<file path="src/rtl/regwb_arbiter_pkg.sv">
// -----------------------------------------------------------------------------
// regwb_arbiter_pkg
// Shared types for the register-file write path. The register file, the
// mult/div unit and the write-back arbiter all use these definitions.
//   word_t       : 32-bit register data word
//   creg_addr_t  : 5-bit architectural register address
//   wb_req_t     : one register write request {wa, wd}
// -----------------------------------------------------------------------------
package regwb_arbiter_pkg;

   typedef logic [31:0] word_t;
   typedef logic [4:0]  creg_addr_t;

   typedef struct packed {
      creg_addr_t wa;
      word_t      wd;
   } wb_req_t;

   localparam int NUM_REGS = 32;

endpackage

</file>
<file path="src/rtl/regwb_arbiter_if.sv">
// -----------------------------------------------------------------------------
// regwb_arbiter_if
// Bundle of every non-clock/reset signal of the write-back arbiter.
//   Port A  : a_we, a_wa, a_wd          (pipeline write-back, no backpressure)
//   Port B  : b_valid, b_ready, b_wa, b_wd (long-latency results)
//   Issue   : issue_valid, issue_wa     (marks a register as pending)
//   RF write: write_enable, wa3, wd3    (registered write port)
//   Decode  : ra1/ra2, rf_rd1/rf_rd2 in; rd1/rd2, busy1/busy2 out
//
// Port B handshake: a result transfers on a rising clock edge where both
// b_valid and b_ready are high. b_ready depends only on registered state
// and reset, never on b_valid; the producer holds b_wa/b_wd stable while
// b_valid is high and b_ready is low.
//
// slave  : arbiter side
// master : producer/decode side (pipeline, long-latency units, testbench)
// -----------------------------------------------------------------------------
interface regwb_arbiter_if;
   import regwb_arbiter_pkg::*;

   logic       a_we;
   creg_addr_t a_wa;
   word_t      a_wd;

   logic       b_valid;
   logic       b_ready;
   creg_addr_t b_wa;
   word_t      b_wd;

   logic       issue_valid;
   creg_addr_t issue_wa;

   logic       write_enable;
   creg_addr_t wa3;
   word_t      wd3;

   creg_addr_t ra1;
   creg_addr_t ra2;
   word_t      rf_rd1;
   word_t      rf_rd2;
   word_t      rd1;
   word_t      rd2;
   logic       busy1;
   logic       busy2;

   modport slave (
      input  a_we, a_wa, a_wd,
      input  b_valid, b_wa, b_wd,
      output b_ready,
      input  issue_valid, issue_wa,
      output write_enable, wa3, wd3,
      input  ra1, ra2, rf_rd1, rf_rd2,
      output rd1, rd2, busy1, busy2
   );

   modport master (
      output a_we, a_wa, a_wd,
      output b_valid, b_wa, b_wd,
      input  b_ready,
      output issue_valid, issue_wa,
      input  write_enable, wa3, wd3,
      output ra1, ra2, rf_rd1, rf_rd2,
      input  rd1, rd2, busy1, busy2
   );

endinterface

</file>
<file path="src/rtl/regwb_arbiter_wb_fifo.sv">
// -----------------------------------------------------------------------------
// wb_fifo
// Small synchronous FIFO of wb_req_t write requests.
// Ports:
//   clk, reset   : clock, synchronous active-high reset (empties the FIFO)
//   push, push_data : enqueue request; ignored when full unless popping too
//   pop          : dequeue request; ignored when empty
//   head         : oldest entry (valid when !empty)
//   count        : number of stored entries (0..DEPTH)
//   full, empty  : status flags
// DEPTH must be a power of two and at least 2.
// -----------------------------------------------------------------------------
module wb_fifo
   import regwb_arbiter_pkg::*;
#(
   parameter int  DEPTH = 2,
   localparam int AW    = $clog2(DEPTH)
) (
   input  logic          clk,
   input  logic          reset,
   input  logic          push,
   input  wb_req_t       push_data,
   input  logic          pop,
   output wb_req_t       head,
   output logic [AW:0]   count,
   output logic          full,
   output logic          empty
);

   wb_req_t     mem [DEPTH];
   // One extra pointer bit separates "full" from "empty" once the
   // pointers have wrapped onto the same index.
   logic [AW:0] wr_ptr;
   logic [AW:0] rd_ptr;
   logic        do_push;
   logic        do_pop;

   assign empty   = (wr_ptr == rd_ptr);
   assign full    = (wr_ptr[AW] != rd_ptr[AW]) &&
                    (wr_ptr[AW-1:0] == rd_ptr[AW-1:0]);
   assign count   = wr_ptr - rd_ptr;
   assign head    = mem[rd_ptr[AW-1:0]];
   assign do_pop  = pop && !empty;
   assign do_push = push && (!full || do_pop);

   always_ff @(posedge clk) begin
      if (reset) begin
         wr_ptr <= '0;
         rd_ptr <= '0;
      end else begin
         if (do_push) wr_ptr <= wr_ptr + 1'b1;
         if (do_pop)  rd_ptr <= rd_ptr + 1'b1;
      end
   end

   // Storage carries no reset; only the pointers define validity.
   always_ff @(posedge clk) begin
      if (do_push && !reset) mem[wr_ptr[AW-1:0]] <= push_data;
   end

endmodule

</file>
<file path="src/rtl/regwb_arbiter.sv">
// -----------------------------------------------------------------------------
// regwb_arbiter
// Merges the in-order pipeline write-back (port A, never stalled) and the
// long-latency result stream (port B, valid/ready) onto the single register
// file write port, keeps a busy scoreboard of registers with a long-latency
// write outstanding, and forwards the registered write to decode reads.
// Ports:
//   clk   : clock
//   reset : synchronous active-high reset
//   bus   : regwb_arbiter_if.slave (see interface for signal list)
// Parameter:
//   FIFO_DEPTH : port-B buffer entries, power of two, >= 2
// -----------------------------------------------------------------------------
module regwb_arbiter
   import regwb_arbiter_pkg::*;
#(
   parameter int FIFO_DEPTH = 2
) (
   input  logic            clk,
   input  logic            reset,
   regwb_arbiter_if.slave  bus
);

   localparam int CNT_W = $clog2(FIFO_DEPTH) + 1;

   wb_req_t            fifo_head;
   wb_req_t            fifo_in;
   logic [CNT_W-1:0]   fifo_count;
   logic               fifo_full;
   logic               fifo_empty;
   logic               fifo_push;
   logic               fifo_pop;
   logic               a_ok;

   logic               out_we;
   creg_addr_t         out_wa;
   word_t              out_wd;
   logic [NUM_REGS-1:0] busy_q;
   logic [NUM_REGS-1:0] set_mask;
   logic [NUM_REGS-1:0] clr_mask;

   // Writes to r0 from port A are dropped and do not take the slot.
   assign a_ok      = bus.a_we && (bus.a_wa != '0);
   assign fifo_pop  = !a_ok && !fifo_empty;

   // Ready comes from the registered count only, so a pop in the same
   // cycle does not reopen a full FIFO until the next cycle.
   assign bus.b_ready = !reset && (fifo_count < CNT_W'(FIFO_DEPTH));
   assign fifo_push   = bus.b_valid && bus.b_ready && !fifo_full;
   assign fifo_in     = '{wa: bus.b_wa, wd: bus.b_wd};

   wb_fifo #(.DEPTH(FIFO_DEPTH)) u_fifo (
      .clk       (clk),
      .reset     (reset),
      .push      (fifo_push),
      .push_data (fifo_in),
      .pop       (fifo_pop),
      .head      (fifo_head),
      .count     (fifo_count),
      .full      (fifo_full),
      .empty     (fifo_empty)
   );

   // Output register: A first, then FIFO head, else idle.
   // A popped entry addressed to r0 is consumed with write_enable low;
   // wa3/wd3 keep their previous values whenever nothing is written.
   always_ff @(posedge clk) begin
      if (reset) begin
         out_we <= 1'b0;
         out_wa <= '0;
         out_wd <= '0;
      end else if (a_ok) begin
         out_we <= 1'b1;
         out_wa <= bus.a_wa;
         out_wd <= bus.a_wd;
      end else if (fifo_pop && (fifo_head.wa != '0)) begin
         out_we <= 1'b1;
         out_wa <= fifo_head.wa;
         out_wd <= fifo_head.wd;
      end else begin
         out_we <= 1'b0;
      end
   end

   assign bus.write_enable = out_we;
   assign bus.wa3          = out_wa;
   assign bus.wd3          = out_wd;

   // Scoreboard: clear on pop, set on issue; set is applied last so it
   // wins a same-cycle collision. Bit 0 is forced low.
   always_comb begin
      set_mask = '0;
      clr_mask = '0;
      if (bus.issue_valid) set_mask[bus.issue_wa] = 1'b1;
      if (fifo_pop)        clr_mask[fifo_head.wa] = 1'b1;
   end

   always_ff @(posedge clk) begin
      if (reset) begin
         busy_q <= '0;
      end else begin
         busy_q <= ((busy_q & ~clr_mask) | set_mask) & ~NUM_REGS'(1);
      end
   end

   assign bus.busy1 = busy_q[bus.ra1];
   assign bus.busy2 = busy_q[bus.ra2];

   // Only the registered write is forwarded; r0 never forwards.
   assign bus.rd1 = ((bus.ra1 != '0) && out_we && (out_wa == bus.ra1))
                    ? out_wd : bus.rf_rd1;
   assign bus.rd2 = ((bus.ra2 != '0) && out_we && (out_wa == bus.ra2))
                    ? out_wd : bus.rf_rd2;

endmodule

</file>
<file path="src/flat_wrapper.sv">
// flat-port wrapper written by rule: the top's interface ports become plain ports
module regwb_arbiter_flat import regwb_arbiter_pkg::*;
#(
   parameter int FIFO_DEPTH = 2
)
  (clk, reset, bus_a_we, bus_a_wa, bus_a_wd, bus_b_valid, bus_b_wa, bus_b_wd, bus_b_ready, bus_issue_valid, bus_issue_wa, bus_write_enable, bus_wa3, bus_wd3, bus_ra1, bus_ra2, bus_rf_rd1, bus_rf_rd2, bus_rd1, bus_rd2, bus_busy1, bus_busy2);
  regwb_arbiter_if bus_i ();
  input  logic clk;
  input  logic reset;
  input wire logic [$bits(bus_i.a_we)-1:0] bus_a_we;
  input wire logic [$bits(bus_i.a_wa)-1:0] bus_a_wa;
  input wire logic [$bits(bus_i.a_wd)-1:0] bus_a_wd;
  input wire logic [$bits(bus_i.b_valid)-1:0] bus_b_valid;
  input wire logic [$bits(bus_i.b_wa)-1:0] bus_b_wa;
  input wire logic [$bits(bus_i.b_wd)-1:0] bus_b_wd;
  output wire logic [$bits(bus_i.b_ready)-1:0] bus_b_ready;
  input wire logic [$bits(bus_i.issue_valid)-1:0] bus_issue_valid;
  input wire logic [$bits(bus_i.issue_wa)-1:0] bus_issue_wa;
  output wire logic [$bits(bus_i.write_enable)-1:0] bus_write_enable;
  output wire logic [$bits(bus_i.wa3)-1:0] bus_wa3;
  output wire logic [$bits(bus_i.wd3)-1:0] bus_wd3;
  input wire logic [$bits(bus_i.ra1)-1:0] bus_ra1;
  input wire logic [$bits(bus_i.ra2)-1:0] bus_ra2;
  input wire logic [$bits(bus_i.rf_rd1)-1:0] bus_rf_rd1;
  input wire logic [$bits(bus_i.rf_rd2)-1:0] bus_rf_rd2;
  output wire logic [$bits(bus_i.rd1)-1:0] bus_rd1;
  output wire logic [$bits(bus_i.rd2)-1:0] bus_rd2;
  output wire logic [$bits(bus_i.busy1)-1:0] bus_busy1;
  output wire logic [$bits(bus_i.busy2)-1:0] bus_busy2;
  assign bus_i.a_we = bus_a_we;
  assign bus_i.a_wa = bus_a_wa;
  assign bus_i.a_wd = bus_a_wd;
  assign bus_i.b_valid = bus_b_valid;
  assign bus_i.b_wa = bus_b_wa;
  assign bus_i.b_wd = bus_b_wd;
  assign bus_b_ready = bus_i.b_ready;
  assign bus_i.issue_valid = bus_issue_valid;
  assign bus_i.issue_wa = bus_issue_wa;
  assign bus_write_enable = bus_i.write_enable;
  assign bus_wa3 = bus_i.wa3;
  assign bus_wd3 = bus_i.wd3;
  assign bus_i.ra1 = bus_ra1;
  assign bus_i.ra2 = bus_ra2;
  assign bus_i.rf_rd1 = bus_rf_rd1;
  assign bus_i.rf_rd2 = bus_rf_rd2;
  assign bus_rd1 = bus_i.rd1;
  assign bus_rd2 = bus_i.rd2;
  assign bus_busy1 = bus_i.busy1;
  assign bus_busy2 = bus_i.busy2;
  regwb_arbiter #(.FIFO_DEPTH(FIFO_DEPTH)) u_core (.clk(clk), .reset(reset), .bus(bus_i));
endmodule
</file>
<file path="config.mk">
export PLATFORM = sky130hd
export DESIGN_NAME = regwb_arbiter_flat
export DESIGN_NICKNAME = d
export VERILOG_FILES = /design/src/rtl/regwb_arbiter_pkg.sv /design/src/rtl/regwb_arbiter_if.sv /design/src/rtl/regwb_arbiter_wb_fifo.sv /design/src/rtl/regwb_arbiter.sv /design/src/flat_wrapper.sv
export SDC_FILE = /design/constraint.sdc
export NUM_CORES = 1
export LEC_CHECK = 0
export BUFFER_PORTS_ARGS = -buffer_cell sky130_fd_sc_hd__buf_2
export CORE_MARGIN = 3
export CORE_UTILIZATION = 51
export CTS_CLUSTER_DIAMETER = 80
export CTS_CLUSTER_SIZE = 40
export DETAILED_ROUTE_END_ITERATION = 6
export HOLD_SLACK_MARGIN = 0.02
export MAX_ROUTING_LAYER = met4
export PLACE_DENSITY_LB_ADDON = 0.25
export SYNTH_ARGS = -nofsm -noshare
export SYNTH_HDL_FRONTEND = slang
export SYNTH_SLANG_ARGS = --single-unit
</file>
<file path="constraint.sdc">
create_clock -name clk -period 2.9 [get_ports clk]
set_clock_uncertainty 0.1 [all_clocks]
set_input_delay 0 -clock clk [delete_from_list [all_inputs] [get_ports clk]]
set_output_delay 0 -clock clk [all_outputs]
set_load 0.02 [all_outputs]
</file>
==> results of run 1 <==
## routing by layer
| layer | vias to the layer above | share of wire, % | routed length (um) | global-route usage (%) |
|---|---|---|---|---|
| met3 | 37 | 6.9 | 1559 | 4.898 |
| li1 | 3262 | - | - | - |
| met5 | - | 0 | 0 | - |
| met2 | 348 | 50 | 11260 | 44.59 |
| met1 | 3316 | 41 | 9345 | 34.64 |
| met4 | 0 | 1.6 | 359 | 8.462 |
## report_power, final
part | switching, mW | internal (mW) | leakage (nW)
logic | 0.840 | 0.670 | 2.74
clock network | 0.838 | 1.28 | 0.269
registers | 0.149 | 2.36 | 1.28
total | 1.83 | 4.31 | 4.30
## cell families after synthesis
group,Yosys count,synth area share (%)
AO/OA/AOI/OAI,166,16.57
AND/OR/NAND/NOR,153,10.56
flip-flops,148,48.32
multiplexers,124,19.51
buffers and inverters,64,3.738
XOR/XNOR,10,1.143
adder cells (fa/ha/maj),1,0.1632
## sequential cells by signal, indices dropped and copies added, names as in the netlist, named ones only
name                     count
u_core.bus.wa3               5
u_core.bus.wd3              32
u_core.bus.write_enable      1
u_core.busy_q               31
u_core.u_fifo.mem           74
u_core.u_fifo.rd_ptr         2
u_core.u_fifo.wr_ptr         2
## layout make-up
class	instances	area share, %
timing repair buffer	365	22.08
tap	184	2.180
sequential	148	35.08
multi-input combinational	454	35.04
inverter	8	0.2843
clock buffer	21	4.265
antenna	1	0.02369
clock inverter	11	1.043
## path summary, 6_finish.rpt
check | cells after the start | to
max reg2reg | 5 | u_core.bus.wd3[19]$_SDFFE_PP0P_
max | 5 | u_core.bus.wd3[19]$_SDFFE_PP0P_
min | 6 | u_core.busy_q[26]$_SDFF_PP0_
min reg2reg | 1 | u_core.u_fifo.wr_ptr[1]$_SDFFE_PP0P_
## worst max-delay path, stage by stage, from the launching register on
cell and delay (ns):
dfxtp_2 0.72, nor4b_1 0.69, o22ai_4 0.16, buf_12 0.24
a21o_1 0.23, a32o_1 0.25
## placed cells by master, fill, tap and decap left out, types with 4 or more instances in the layout
master / netlist / layout
nand3_1: 35 / 35
inv_1: 8 / 8
dfxtp_1: 74 / 73
mux4_2: 13 / 13
a21oi_1: 41 / 41
mux2i_1: 38 / 38
o21ai_0: 6 / 6
nand2_1: 40 / 39
nand2b_1: 7 / 7
mux2_1: 4 / 4
xnor2_1: 7 / 7
nor3b_1: 8 / 8
clkbuf_16: 0 / 17
nor3_1: 8 / 8
nor2_1: 21 / 20
and3b_1: 4 / 4
a311oi_1: 21 / 21
a21o_1: 33 / 33
nor2b_1: 7 / 7
dlygate4sd3_1: 0 / 89
buf_4: 3 / 12
buf_2: 16 / 262
o41ai_1: 11 / 11
mux2_2: 69 / 69
a32o_1: 33 / 33
edfxtp_1: 74 / 74
==> flow_metrics.tcl, run 1 <==
set metrics [dict create \
    hp-class "in2reg" \
    fillers 1045 \
    drt_iter0_drc 479 \
    stdcell_area_mm2 0.01056 \
    synth_area_leaders "edfxtp_1 (29%), dfxtp_1 (19%), mux2_2 (10%), mux2i_1 (5.0%), a32o_1 (4.3%)" \
    routed_wl_mm 22.52 \
    core_mm2 0.01464 \
    avgSynthCellArea_um2 11.51 \
    netlist_area_mm2 0.007665 \
    grt_antenna_before_repair 0 \
    syn_to_final_growth_pct 37.79 \
    cts_buffers 17 \
    finalWorstSetupSlack_ns 0.3408 \
    dieArea_mm2 0.01654 \
    antenna_left 0 \
    fin_crit_ns 2.559 \
    post-cts-setup-buffer-count 0 \
    multi_input_area_mm2 0.003701 \
    cp-start-kind "flip-flop" \
    initial_utilization_pct 52.34 \
    maxCapViolations 0 \
    cp.arrival_ns 2.76 \
    grt_overflow_total 0 \
    fin_cells 1192 \
    path_max_fanout 70 \
    fin_nets 1153 \
    path_class "reg2reg" \
    placed_cells 1070 \
    seq_area_mm2 0.003705 \
    grt_pass1_wl_mm 34.62 \
    dpl-instance-area_mm2 0.009107 \
    drt-pass1-iter-count 4 \
    leakage_nw 4.296 \
    synth_area_leader_cell "edfxtp_1" \
    root_buffer "clkbuf_16" \
    powerDensity_mw_per_mm2 580.6 \
    rsz0062_at_grt "no" \
    grt_use_total_pct 27.24 \
    postCtsHoldBufs 89 \
    grt_max_degree 71 \
    final.setup.tns_ns 0 \
    drive_gt1_share_pct 39.62 \
    syn_inst 666 \
    cts_sinks 148 \
    ios 263 \
    place_hpwl_mm 15.11 \
    cp_data_required_time_ns 3.11 \
    die_h_um 128.6 \
    dr_total_vias 6963 \
    ys_seq_area_share_pct 48.32 \
    slew_headroom_pct 30.08 \
    yosys_warnings 0 \
    status "complete, no violations" \
    yosys-top-cells-count "dfxtp_1 (74), edfxtp_1 (74), mux2_2 (69)" \
    syn_nets 825 \
    clockBufferDepth 2 \
    synth_ff_type "edfxtp_1" \
    post-route-util_pct 72.12 \
    cts-htree-levels 4 \
    drcViolationCount 0 \
    finalPower_mw 6.132 \
    drv_slew 0 \
    clock_latency_ns 0.42 \
    io_buffers 262 \
    pre_cts_slack_ns 0.4216 \
    synth_top_area_share_pct 28.99 \
    whs_ns 0.05632 \
    fmax_ghz 0.3907 \
    crit_path_end_kind "flip-flop" \
    die_w_um 128.6 \
    cts_tree "done" \
    cts-resized-gates 0 \
    synthArstFlopShare_pct 0 \
    setup_viol 0 \
    synth-edff-count 74 \
    tightest_slew_ns 1.045 \
    period_share_pct 88.25 \
    reg2reg_slack_ns 0.34 \
    holdCritStartpoint "bus_issue_valid" \
    peakVddDrop_mv 0.4658 \
    path_clk_slew_ns 0.06 \
    rows 44 \
    wl_per_cell_um 18.90 \
    gp_congestion 0.8805 \
    finalHoldViolCount 0 \
    viasPerCell 5.841 \
    ys_seq_elements 148 \
    synth.distinct_cells 59 \
    grt_pass1_vias 6708 \
]
No activity file was read; power rests on OpenSTA's default activity.
==> run 2, diff against run 1 <==
--- a/config.mk
+++ b/config.mk
@@ -7,7 +7,7 @@
 export LEC_CHECK = 0
 export BUFFER_PORTS_ARGS = -buffer_cell sky130_fd_sc_hd__buf_2
 export CORE_MARGIN = 3
-export CORE_UTILIZATION = 51
+export CORE_UTILIZATION = 46
 export CTS_CLUSTER_DIAMETER = 80
 export CTS_CLUSTER_SIZE = 40
 export DETAILED_ROUTE_END_ITERATION = 6
==> constraint.sdc (replaced) <==
create_clock -name clk -period 2.3 [get_ports clk]
set_clock_uncertainty 0.1 [all_clocks]
set_input_delay 0 -clock clk [delete_from_list [all_inputs] [get_ports clk]]
set_output_delay 0 -clock clk [all_outputs]
set_load 0.02 [all_outputs]
==> flow_metrics.tcl, run 2 (same netlist as run 1, synthesis figures left out) <==
set metrics [dict create \
    cts_tree "done" \
    wl_per_cell_um 20.03 \
    core_mm2 0.01612 \
    gp_congestion 0.8699 \
    drt_iter0_drc 555 \
    fin_crit_ns 2.308 \
    rows 46 \
    die_h_um 135.1 \
    cp-start-kind "flip-flop" \
    dr_total_vias 7106 \
    hp-class "in2reg" \
    status "finished with violations" \
    routed_wl_mm 24.99 \
    tightest_slew_ns 0.9427 \
    rsz0062_at_grt "yes" \
    largest_reg_flops 74 \
    crit_path_end_kind "output port" \
    io_buffers 262 \
    use_met3_pct 5.291 \
    path_class "reg2out" \
    grt_use_met1_pct 31.29 \
    dieArea_mm2 0.01825 \
    die_w_um 135.1 \
    path_cells "buf_6 > nor2_4 > o41ai_4 > a211oi_4 > buf_12 > buf_16 > mux2_2 > buf_2" \
    grt_pass1_vias 6851 \
    cpMaxStageDelayCell "mux2_2" \
    cp.arrival_ns 2.21 \
    antenna_left 0 \
    drcViolationCount 0 \
    pre_cts_slack_ns 0.1943 \
    grt_max_degree 51 \
    grt_pass1_wl_mm 35.52 \
    layout_common_cells "buf_2 (230), dlygate4sd3_1 (90), edfxtp_1 (74), dfxtp_1 (68)" \
    cts_buffers 17 \
    final_common_cell "buf_2" \
    maxCapViolations 0 \
    drive_gt1_share_pct 43.00 \
    busiest_layer "met2" \
    root_buffer "clkbuf_16" \
    initial_utilization_pct 47.56 \
    fmax_ghz 0.4333 \
    viasPerCell 5.694 \
    finalWorstSetupSlack_ns -0.007812 \
    post-route-util_pct 70.61 \
    cp_data_required_time_ns 2.20 \
    syn_to_final_growth_pct 48.45 \
    ios 263 \
    drv_slew 0 \
    place_hpwl_mm 15.45 \
    powerDensity_mw_per_mm2 727.6 \
    drt-pass1-iter-count 5 \
    grt_overflow_total 0 \
    cts-htree-levels 4 \
    clock_latency_ns 0.42 \
    finalHoldViolCount 0 \
    peakVddDrop_mv 0.6316 \
    period_share_pct 100.3 \
    grt_use_total_pct 25.54 \
    cts_sinks 148 \
    setup_viol 3 \
    slew_headroom_pct 37.02 \
    whs_ns 0.05220 \
    leakage_nw 4.657 \
    grtUsageMet2_pct 41.68 \
    fin_nets 1174 \
    fillers 1175 \
    grt_antenna_before_repair 1 \
    clockBufferDepth 2 \
    violations "setup timing" \
    max_stage_delay_ns 0.36 \
    path_clk_slew_ns 0.06 \
    path_max_fanout 8 \
]
run 2: where the power goes:
group          switching (mW)  leakage [nW]  internal, mW  total, mW
sequential              0.175          1.29          2.98       3.15
clock                    1.12         0.307          1.89       3.00
combinational            1.14          3.06         0.979       2.12
total                    2.43          4.66          5.84       8.28
run 2: final cells by class:
type	count	area, um2	share of cell area, %
well taps	216	270.3	2.375
flip-flops and latches	148	3719	32.68
clock inverters	13	191.4	1.682
inverters	8	37.54	0.3299
clock buffers	19	452.9	3.981
diodes	4	10.01	0.08797
repair buffers	386	2814	24.73
multi-input cells	454	3884	34.13
run 2: path summary, 6_finish.rpt:
kind / slack, ns / cells after the start / end / start
setup / recovery: -0.008 / 8 / bus_rd2[21] / u_core.bus.wa3[4]$_SDFFE_PP0P_
hold / removal: 0.05 / 6 / u_core.busy_q[2]$_SDFF_PP0_ / bus_issue_valid
setup reg to reg: 0.16 / 7 / u_core.u_fifo.wr_ptr[0]$_SDFFE_PP0P_ / u_core.u_fifo.wr_ptr[0]$_SDFFE_PP0P_
hold reg to reg: 0.39 / 1 / u_core.u_fifo.wr_ptr[1]$_SDFFE_PP0P_ / u_core.u_fifo.wr_ptr[1]$_SDFFE_PP0P_
run 2: metrics by stage:
stage / setup TNS (ns) / power (mW) / area, um2 / std cells
floorplan: 0 / 4.399 / 7672 / 666
global placement: 0 / 4.998 / 9310 / 1116
detailed placement: 0 / 5.029 / 9310 / 1116
CTS: -0.04637 / 8.144 / 10910 / 1240
global route: -2.369 / 8.605 / 11370 / 1245
finish: -0.01323 / 8.279 / 11380 / 1248
run 2: repair_timing:
item	4_1_cts	5_1_grt
hold buffers	90	0
cloned	1	2
pin swaps	2	4
setup endpoints to repair	51	120
hold endpoints to repair	145	0
setup buffers	1	2
resized for setup	5	109
run 2: worst max-delay path, delay by kind of cell, from the launching register on:
family	cells	cell delay, ns
muxes	1	0.36
buffers and inverters	4	0.61
AOI/OAI and AO/OA	2	0.38
and+or+nand+nor	1	0.09
DFF	1	0.32
run 2: layer usage:
layer  part of all wire (%)  vias up  routed length, um
met4                    2.2        0                541
met5                      0        -                  0
met1                     40     3406              10030
li1                       -     3312                  -
met2                     51      342              12790
met3                    6.5       46               1635
